### config.mk
export PLATFORM = sky130hd
export DESIGN_NAME = me_dual_lsu_sequencer
export DESIGN_NICKNAME = d
export VERILOG_FILES = /design/src/rtl/me_dual_lsu_sequencer.sv
export SDC_FILE = /design/constraint.sdc
export NUM_CORES = 1
export LEC_CHECK = 0
export ABC_AREA = 1
export ABC_CLOCK_PERIOD_IN_PS = 2400
export BUFFER_PORTS_ARGS = -buffer_cell sky130_fd_sc_hd__clkbuf_2
export CAP_MARGIN = 20
export CORE_AREA = 2 2 152 154
export DETAILED_ROUTE_END_ITERATION = 10
export DIE_AREA = 0 0 154 156
export PLACE_DENSITY_LB_ADDON = 0.2
export SYNTH_ARGS = -nofsm -noshare
export SYNTH_HDL_FRONTEND = slang
export SYNTH_SLANG_ARGS = --single-unit
### constraint.sdc
create_clock -name CLK -period 2.4 [get_ports CLK]
set_input_delay 0.12 -clock CLK [delete_from_list [all_inputs] [get_ports CLK]]
set_output_delay 0.12 -clock CLK [all_outputs]
set_load 0.01 [all_outputs]
### src/rtl/me_dual_lsu_sequencer.sv
// Memory-stage sequencer: serializes up to two lane memory ops (older first)
// onto one data-memory port and returns both lanes' load results together.
module me_dual_lsu_sequencer #(
    parameter int ADDR_W = 32,
    parameter int DATA_W = 32
) (
    input  logic              CLK,
    input  logic              RST,
    input  logic              in_valid,
    output logic              in_ready,
    input  logic [3:0]        ex1_memop,
    input  logic [3:0]        ex2_memop,
    input  logic [ADDR_W-1:0] ex1_addr,
    input  logic [ADDR_W-1:0] ex2_addr,
    input  logic [DATA_W-1:0] ex1_wdata,
    input  logic [DATA_W-1:0] ex2_wdata,
    input  logic              ex2_older,
    output logic              s_me1_stall,
    output logic              s_me2_stall,
    output logic              dm_req,
    output logic              dm_we,
    output logic [ADDR_W-1:0] dm_addr,
    output logic [3:0]        dm_be,
    output logic [DATA_W-1:0] dm_wdata,
    input  logic              dm_ack,
    input  logic [DATA_W-1:0] dm_rdata,
    output logic              wb1_valid,
    output logic              wb2_valid,
    output logic [DATA_W-1:0] wb1_data,
    output logic [DATA_W-1:0] wb2_data,
    output logic              misalign1,
    output logic              misalign2
);

    typedef enum logic [1:0] {IDLE, OP_A, OP_B, DONE} state_t;

    function automatic logic f_valid(input logic [3:0] op);
        return (op >= 4'd1) && (op <= 4'd8);
    endfunction

    function automatic logic f_is_store(input logic [3:0] op);
        return (op >= 4'd1) && (op <= 4'd3);
    endfunction

    function automatic logic f_is_load(input logic [3:0] op);
        return (op >= 4'd4) && (op <= 4'd8);
    endfunction

    function automatic logic f_misaligned(input logic [3:0] op, input logic [1:0] a);
        logic half;
        logic word;
        half = (op == 4'd2) || (op == 4'd5) || (op == 4'd8);
        word = (op == 4'd3) || (op == 4'd6);
        return (half && a[0]) || (word && (a != 2'b00));
    endfunction

    function automatic logic [3:0] f_be(input logic [3:0] op, input logic [1:0] a);
        logic [3:0] be;
        case (op)
            4'd1, 4'd4, 4'd7: be = 4'b0001 << a;
            4'd2, 4'd5, 4'd8: be = 4'b0011 << a;
            default:          be = 4'b1111;
        endcase
        return be;
    endfunction

    function automatic logic [31:0] f_wdata(input logic [3:0] op, input logic [31:0] wd);
        logic [31:0] d;
        case (op)
            4'd1:    d = {4{wd[7:0]}};
            4'd2:    d = {2{wd[15:0]}};
            4'd3:    d = wd;
            default: d = '0;
        endcase
        return d;
    endfunction

    function automatic logic [31:0] f_extend(input logic [3:0] op, input logic [1:0] a,
                                             input logic [31:0] rd);
        logic [7:0]  b;
        logic [15:0] h;
        logic [31:0] r;
        case (a)
            2'd0:    b = rd[7:0];
            2'd1:    b = rd[15:8];
            2'd2:    b = rd[23:16];
            default: b = rd[31:24];
        endcase
        h = a[1] ? rd[31:16] : rd[15:0];
        case (op)
            4'd4:    r = {{24{b[7]}}, b};
            4'd5:    r = {{16{h[15]}}, h};
            4'd7:    r = {24'b0, b};
            4'd8:    r = {16'b0, h};
            default: r = rd;
        endcase
        return r;
    endfunction

    state_t              r_state;
    state_t              w_state_next;
    logic [3:0]          r_op    [2];
    logic [ADDR_W-1:0]   r_addr  [2];
    logic [DATA_W-1:0]   r_wdata [2];
    logic [DATA_W-1:0]   r_wb_data [2];
    logic                r_cur;
    logic                r_two;
    logic [1:0]          r_ld;
    logic [1:0]          r_mis;

    logic [3:0]          w_in_op    [2];
    logic [ADDR_W-1:0]   w_in_addr  [2];
    logic [DATA_W-1:0]   w_in_wdata [2];
    logic [1:0]          w_mis;
    logic [1:0]          w_act;
    logic                w_first;
    logic                w_accept;
    logic                w_busy;
    logic                w_req;
    logic                w_ack;
    logic [3:0]          w_cur_op;
    logic [ADDR_W-1:0]   w_cur_addr;
    logic [DATA_W-1:0]   w_cur_wdata;

    assign w_in_op[0]    = ex1_memop;
    assign w_in_op[1]    = ex2_memop;
    assign w_in_addr[0]  = ex1_addr;
    assign w_in_addr[1]  = ex2_addr;
    assign w_in_wdata[0] = ex1_wdata;
    assign w_in_wdata[1] = ex2_wdata;

    for (genvar gi = 0; gi < 2; gi++) begin : g_lane
        assign w_mis[gi] = f_misaligned(w_in_op[gi], w_in_addr[gi][1:0]);
        assign w_act[gi] = f_valid(w_in_op[gi]) & ~w_mis[gi];
    end

    // Index of the lane that goes on the bus first: the older one if active.
    assign w_first = ex2_older ? w_act[1] : ~w_act[0];

    assign w_busy   = (r_state != IDLE);
    assign w_accept = in_valid & ~w_busy;
    assign w_req    = (r_state == OP_A) || (r_state == OP_B);
    assign w_ack    = w_req & dm_ack;

    always_ff @(posedge CLK or negedge RST) begin
        if (!RST) r_state <= IDLE;
        else      r_state <= w_state_next;
    end

    always_comb begin
        w_state_next = r_state;
        case (r_state)
            IDLE: if (w_accept && (w_act != 2'b00)) w_state_next = OP_A;
            OP_A: if (dm_ack) w_state_next = r_two ? OP_B : DONE;
            OP_B: if (dm_ack) w_state_next = DONE;
            DONE: w_state_next = IDLE;
            default: w_state_next = IDLE;
        endcase
    end

    always_ff @(posedge CLK or negedge RST) begin
        if (!RST) begin
            for (int i = 0; i < 2; i++) begin
                r_op[i]      <= '0;
                r_addr[i]    <= '0;
                r_wdata[i]   <= '0;
                r_wb_data[i] <= '0;
            end
            r_cur <= 1'b0;
            r_two <= 1'b0;
            r_ld  <= 2'b00;
            r_mis <= 2'b00;
        end else begin
            r_mis <= w_accept ? w_mis : 2'b00;
            if (w_accept) begin
                for (int i = 0; i < 2; i++) begin
                    r_op[i]    <= w_in_op[i];
                    r_addr[i]  <= w_in_addr[i];
                    r_wdata[i] <= w_in_wdata[i];
                end
                r_cur <= w_first;
                r_two <= &w_act;
                r_ld  <= 2'b00;
            end else if (w_ack) begin
                if (f_is_load(w_cur_op)) begin
                    r_wb_data[r_cur] <= f_extend(w_cur_op, w_cur_addr[1:0], dm_rdata);
                    r_ld[r_cur]      <= 1'b1;
                end
                if (r_state == OP_A) r_cur <= ~r_cur;
            end
        end
    end

    assign w_cur_op    = r_op[r_cur];
    assign w_cur_addr  = r_addr[r_cur];
    assign w_cur_wdata = r_wdata[r_cur];

    // Bus fields are decoded from held registers, so they stay stable for the whole request.
    assign dm_req   = w_req;
    assign dm_we    = w_req & f_is_store(w_cur_op);
    assign dm_addr  = w_req ? {w_cur_addr[ADDR_W-1:2], 2'b00} : '0;
    assign dm_be    = w_req ? f_be(w_cur_op, w_cur_addr[1:0]) : 4'b0000;
    assign dm_wdata = w_req ? f_wdata(w_cur_op, w_cur_wdata) : '0;

    assign in_ready    = ~w_busy;
    assign s_me1_stall = w_busy;
    assign s_me2_stall = w_busy;

    assign wb1_valid = (r_state == DONE) & r_ld[0];
    assign wb2_valid = (r_state == DONE) & r_ld[1];
    assign wb1_data  = r_wb_data[0];
    assign wb2_data  = r_wb_data[1];
    assign misalign1 = r_mis[0];
    assign misalign2 = r_mis[1];

endmodule

# [Word level (Yosys, flattened, before mapping)]
# Index checks and enable logic that the tools add are counted.
[word_totals] reg_bits=208 elab_cells=141
[op_classes] eq_ne=25 order_cmp=12 muxes=38 shift=2 bitwise=15 reduce_logical=36
[op_table] operator="$mux 32" n=12
[op_table] operator="$pmux 32 s4" n=1
[op_table] operator="$pmux 32 s3" n=1
[op_table] operator="$bwmux 64" n=1
[op_table] operator="$demux 32 s1" n=1
[op_table] operator="$eq 4x3->1 const B" n=7
[op_table] operator="$eq 4x2->1 const B" n=6
[op_table] operator="$pmux 8 s3" n=1
[op_table] operator="$mux 16" n=1
[op_table] operator="$mux 4" n=4
[op_table] operator="$mux 2" n=7
[op_table] operator="$reduce_bool 2->1" n=7
[op_table] operator="$eq 4x4->1 const B" n=3
[op_table] operator="$ge 4x1->1 const B" n=3
[op_table] operator="$le 4x4->1 const B" n=3
[op_table] operator="$logic_and 1x1->1" n=11
[op_table] operator="$logic_or 1x1->1" n=9
[op_table] operator="$pmux 2 s4" n=1
[op_table] operator="$pmux 4 s2" n=1
[op_table] operator="$and 1x1->1" n=7
[op_table] operator="$eq 2x2->1 const B" n=3
[op_table] operator="$mux 1" n=6
[op_table] operator="$ne 2x2->1 const B" n=3
[op_table] operator="$not 1->1" n=6
[op_table] operator="other kinds (17)" n=23

# [Longest topological paths before layout]
[logic_depth] word_depth=11 depth_mapped=16

# [Worst setup path after synthesis]
# OpenSTA, ideal clock, no wires.
[synth_path] path_kind="register to output" from="register r_state[0]" to="output dm_wdata[14]" path_buffers=1 setup_slack_ps=545 path_stages_with_launch=8 required_time_ps=2280 arrival_ps=1735 path_cell_list="dfrtp_1 -> inv_1 -> ha_1 -> inv_1 -> nor3_2 -> buf_2 -> o21ai_0 -> inv_1"
[synth_via] elab_chain_cells=3
[synth_rtl] element="start: declaration" line_no="100" source="state_t r_state;"
[synth_rtl] element="start signal: assignment" line_no="147" source="else r_state <= w_state_next;"
[synth_rtl] element="$eq 2x1->1 or $eq 2x2->1 (tied branches)" line_no="142" source="assign w_req = (r_state == OP_A) || (r_state == OP_B);"
[synth_rtl] element="$logic_or 1x1->1 (*)" line_no="142"
[synth_rtl] element="via dm_req" line_no="20" source="output logic dm_req,"
[synth_rtl] element="$mux 32 (*)" line_no="203" source="assign dm_wdata = w_req ? f_wdata(w_cur_op, w_cur_wdata) : '0;"
[synth_rtl] element="end: declaration" line_no="24" source="output logic [DATA_W-1:0] dm_wdata,"
# Mark *: on every way through the listed nets, which the timed path passes. The rest lies on a longest branch.

# [Worst setup path after layout]
[layout_path] from="register r_cur" to="output dm_be[1]"
[layout_via] elab_chain_cells=8
[layout_rtl] element="start: declaration" line_no="106" source="logic r_cur;"
[layout_rtl] element="start signal: assignment" line_no="181" source="r_cur <= w_first;"
[layout_rtl] element="start signal: assignment" line_no="189" source="if (r_state == OP_A) r_cur <= ~r_cur;"
[layout_rtl] element="$not 1->2 (not written as such) (*)" line_no="194, 195"
[layout_rtl] element="$mux 4 (not written as such) (3 in series)" line_no="194" source="assign w_cur_op = r_op[r_cur];"
[layout_rtl] element="$eq 4x2->1 (tied with other cells)" line_no="59" source="case (op)"
[layout_rtl] element="$reduce_or 3->1" line_no="59"
[layout_rtl] element="$pmux 4 s2 (*)" line_no="59"
[layout_rtl] element="$mux 4 (*)" line_no="202" source="assign dm_be = w_req ? f_be(w_cur_op, w_cur_addr[1:0]) : 4'b0000;"
[layout_rtl] element="end: declaration" line_no="23" source="output logic [3:0] dm_be,"
# Every way passes the cells marked *; elsewhere a longest branch is shown, timed or not. The select of a mux whose other input is x is not followed.

==> summary.txt <==
Hold path
  – Hold Path Class: in -> reg
  – Hold Path End: wb1_data[4]
  – Hold Path Cell Cnt: 5
  – Min-delay src: dm_rdata[4]

Detailed routing
  – Initial DRC Count: 726
  – DR vias/cell: a little over 5
  – Drt drc: 0
  – Wire per inst: roughly 16 µm
  – Via count: between 10,000 and 15,000
  – Detailed Routing Iterations Pass 1: 5
  – WL final: 35.8 mm
  – Post-DRT Antenna Nets: 0

Timing
  – Final Setup Violations: 31
  – Min cycle time layout: roughly 2.5 ns
  – RSZ-0062 raised after global routing: yes
  – Final Slew Violations: 0
  – Setup Skew: 0.0205 ns
  – Final WS setup: -0.0854 ns
  – Final-report hold violation count: 0
  – Tightest Pin Transition: approximately 0.72 ns
  – Fin crit share: 104%
  – Max Freq: 0.402 GHz
  – Slew Limit Headroom: between 50% and 60%

Floorplanning
  – CORE AREA: about 22,000 µm²
  – Die area: around 24,000 µm²
  – Num ports: 314
  – Initial core utilization: approximately 47%
  – DIE WIDTH: about 150 µm
  – Rows: between 50 and 60
  – Die Height: between 150 and 200 µm

Synthesis
  – Sequential share of the synthesized area: 49.1%
  – Mean post-synth cell area: around 7 µm²
  – Register bit total from synthesis: ~210
  – Ys flop type: dfrtp_1
  – Cells after Synth: about 1,500
  – Synth Warn #: 0
  – Async SR Flop Fraction: between 90% and 100%
  – Post-synthesis instance area: 10,600 µm²
  – Area contributors post-synth: dfrtp_1 49%, nand2_1 27%, o21ai_0 4.9%
  – Top-area cell type share of the netlist area: around half
  – Netlist cell types: 34
  – Number of synthesized flops with an enable pin: 0
  – Yosys top cell by area: dfrtp_1

Global routing
  – Vias in the first global route: 11,493
  – Pin count of the biggest net entering global routing: between 100 and 150
  – GR Overflow Total: 0
  – First-pass GRT wire length: between 50 and 60 mm
  – Total track usage: a little under 30%
  – Initial antenna violation count: 2

Pwr
  – Lkg Pwr: slightly below 9 nW
  – Pwr Density: ~1400 nW/µm²
  – VDD IR max: about 0.76 mV

Placed design
  – GPL Wtd Cong: slightly below 0.9
  – Placed cells: 2,057
  – Pre-CTS WS: around 0.080 ns
  – Port Buf Inserts: between 300 and 400
  – Post-DP HPWL: around 22 mm

Setup path
  – WP data required: roughly 2.3 ns
  – Max FO, Critical Path: 6
  – Worst reg2reg setup slack: roughly 0.18 ns
  – R2R cell count: 13
  – Worst r2r src: r_cur
  – Crit end category: output port
  – Critical path arrival: 2.37 ns
  – Reg2Reg Capture Point: wb1_data[20]
  – Critical setup path kind: reg -> out
  – CP startpoint kind: register
  – CP dominant cell by count: nand2_2
  – Cell Chain, Critical Path: buf_12, inv_8, nand2_2, nand2_8, nor2_4, nand2_2, nand2_2, nor2_4, nand3b_1, a21oi_2, buf_2
  – CP peak stage delay: 0.44 ns
  – Slowest stage cell, crit path: dfrtp_2

Clock network
  – CTS tree: built
  – H-tree Lvls: 1
  – CTS clk-pin slew, worst paths: approximately 0.060 ns
  – Root Buffer: clkbuf_16
  – CTS sink cnt: around 210
  – Clock buffer depth: 3
  – Clk Latency, worst-skew pair: approximately 0.53 ns
  – Total CTS buffers: 24

Finish
  – Final Non-Filler Cells: about 2,300
  – Area grow syn2layout: 46.4%
  – Share of cells above drive strength 1: 24.8%
  – Final-stage net count: roughly 2,200

Outcome
  – Outcome: finished, violations left
  – Failing checks: negative setup slack

Job
  – Total of max-cap violations: 0
[sequential cells by signal, summed over array words and instances, names as in the netlist]
signal / count
r_wdata: 64
r_state: 2
r_cur: 1
wb1_data: 32
r_mis: 2
r_op: 8
r_ld: 2
r_two: 1
wb2_data: 32
r_addr: 64
[how the worst max path moves through the flow]
stage / depth (start not counted) / end / from
finish: 11 / dm_be[1] / r_cur
global route: 11 / dm_be[0] / r_cur
CTS: 11 / dm_be[1] / r_cur
detailed placement: 11 / wb2_data[29] / r_cur
global placement: 11 / wb1_data[24] / r_cur
floorplan: 7 / dm_wdata[14] / r_state[0]
[critical path: cells and delay by family, from the launching register on]
| kind | cells | cell delay (ns) |
|---|---|---|
| flops | 1 | 0.44 |
| compound gates | 1 | 0.25 |
| simple gates | 7 | 0.74 |
| buf+inv | 3 | 0.40 |
[cell usage in the layout (no fill, tap or decap), types with 3 or more instances in the layout]
cell type      count
inv_4              5
clkbuf_2         290
buf_4             35
buf_12             7
o211ai_1           9
diode_2            4
clkinv_2           3
a21oi_1           12
nand2_1          735
clkbuf_8           7
o21ai_1           23
buf_2             13
inv_1             88
o21ai_0           79
clkbuf_1           4
nor2_2             3
a21oi_2            5
clkbuf_16         24
ha_1               3
nand4_1            3
nand3_1           65
nand2_4            9
o21ai_2            6
dlygate4sd3_1    161
dfrtp_1          207
nor2_1           110
or2_2              8
buf_6             15
nor2_4             8
nand2_2           30
inv_2              8
[kinds of logic (layout without fill, tap and decap cells)]
kind of cell	Yosys count	count (layout)	synth area share, %
other	1	6	0.0354
flip-flops	208	208	49.1
buffers and inverters	181	672	7.02
adder cells (fa/ha/maj)	4	4	0.472
AO/OA/AOI/OAI	139	139	6.87
AND/OR/NAND/NOR	979	980	36.5
[power breakdown]
group / switching, mW / internal [mW] / total [mW]
clock: 1.49 / 2.25 / 3.74
sequential: 0.911 / 5.11 / 6.03
combinational: 7.10 / 4.19 / 11.3
total: 9.50 / 11.6 / 21.1
[through the flow]
step	hold WS [ns]	total power [mW]	utilization [%]	TNS [ns]	area (µm²)
global placement	0.190	15.3	55.5	0	12400
finish	0.0168	21.1	69.4	-1.29	15500
CTS	0.00127	20.5	68.4	-0.304	15300
detailed placement	0.191	15.5	55.5	0	12400
global route	0.0209	22.7	69.4	-5.42	15500
floorplan	-0.176	12.2	-	0	10600
[cell type report]
cell class              instances  area [µm²]
diodes                          4        10.0
inverters                     103         408
fillers                      1776        6840
multi-input cells            1125        4930
flip-flops and latches        208        5210
repair buffers                525        3790
well taps                     285         357
clock buffers                  34         698
clock inverters                 9         119
repair inverters                1        6.26
[synth_stat cells (all sizes together) (4+ instances only)]
cell type and count:
a21oi 17, buf 37, clkbuf 41, dfrtp 208
ha 4, inv 102, nand2 776, nand3 66
nor2 120, o211ai 9, o21ai 110, or2 10
[metal layers]
| layer | GRT usage (%) | up-vias | wire length [µm] |
|---|---|---|---|
| li1 | - | 5604 | - |
| met5 | 0 | - | 0 |
| met2 | 50.4 | 553 | 17500 |
| met4 | 10.9 | 0 | 1280 |
| met3 | 5.33 | 100 | 2710 |
| met1 | 36.7 | 5542 | 14400 |
[repair_timing]
item                                    in CTS  in global routing
hold buffers                               161                  0
hold endpoints to repair                   248                  0
buffers inserted                            19                  7
gates cloned                                 5                  0
resized for setup                           80                 77
endpoints found under the setup margin      47                 37
pin swaps                                   16                 22
(Power assumes the default switching activity.)
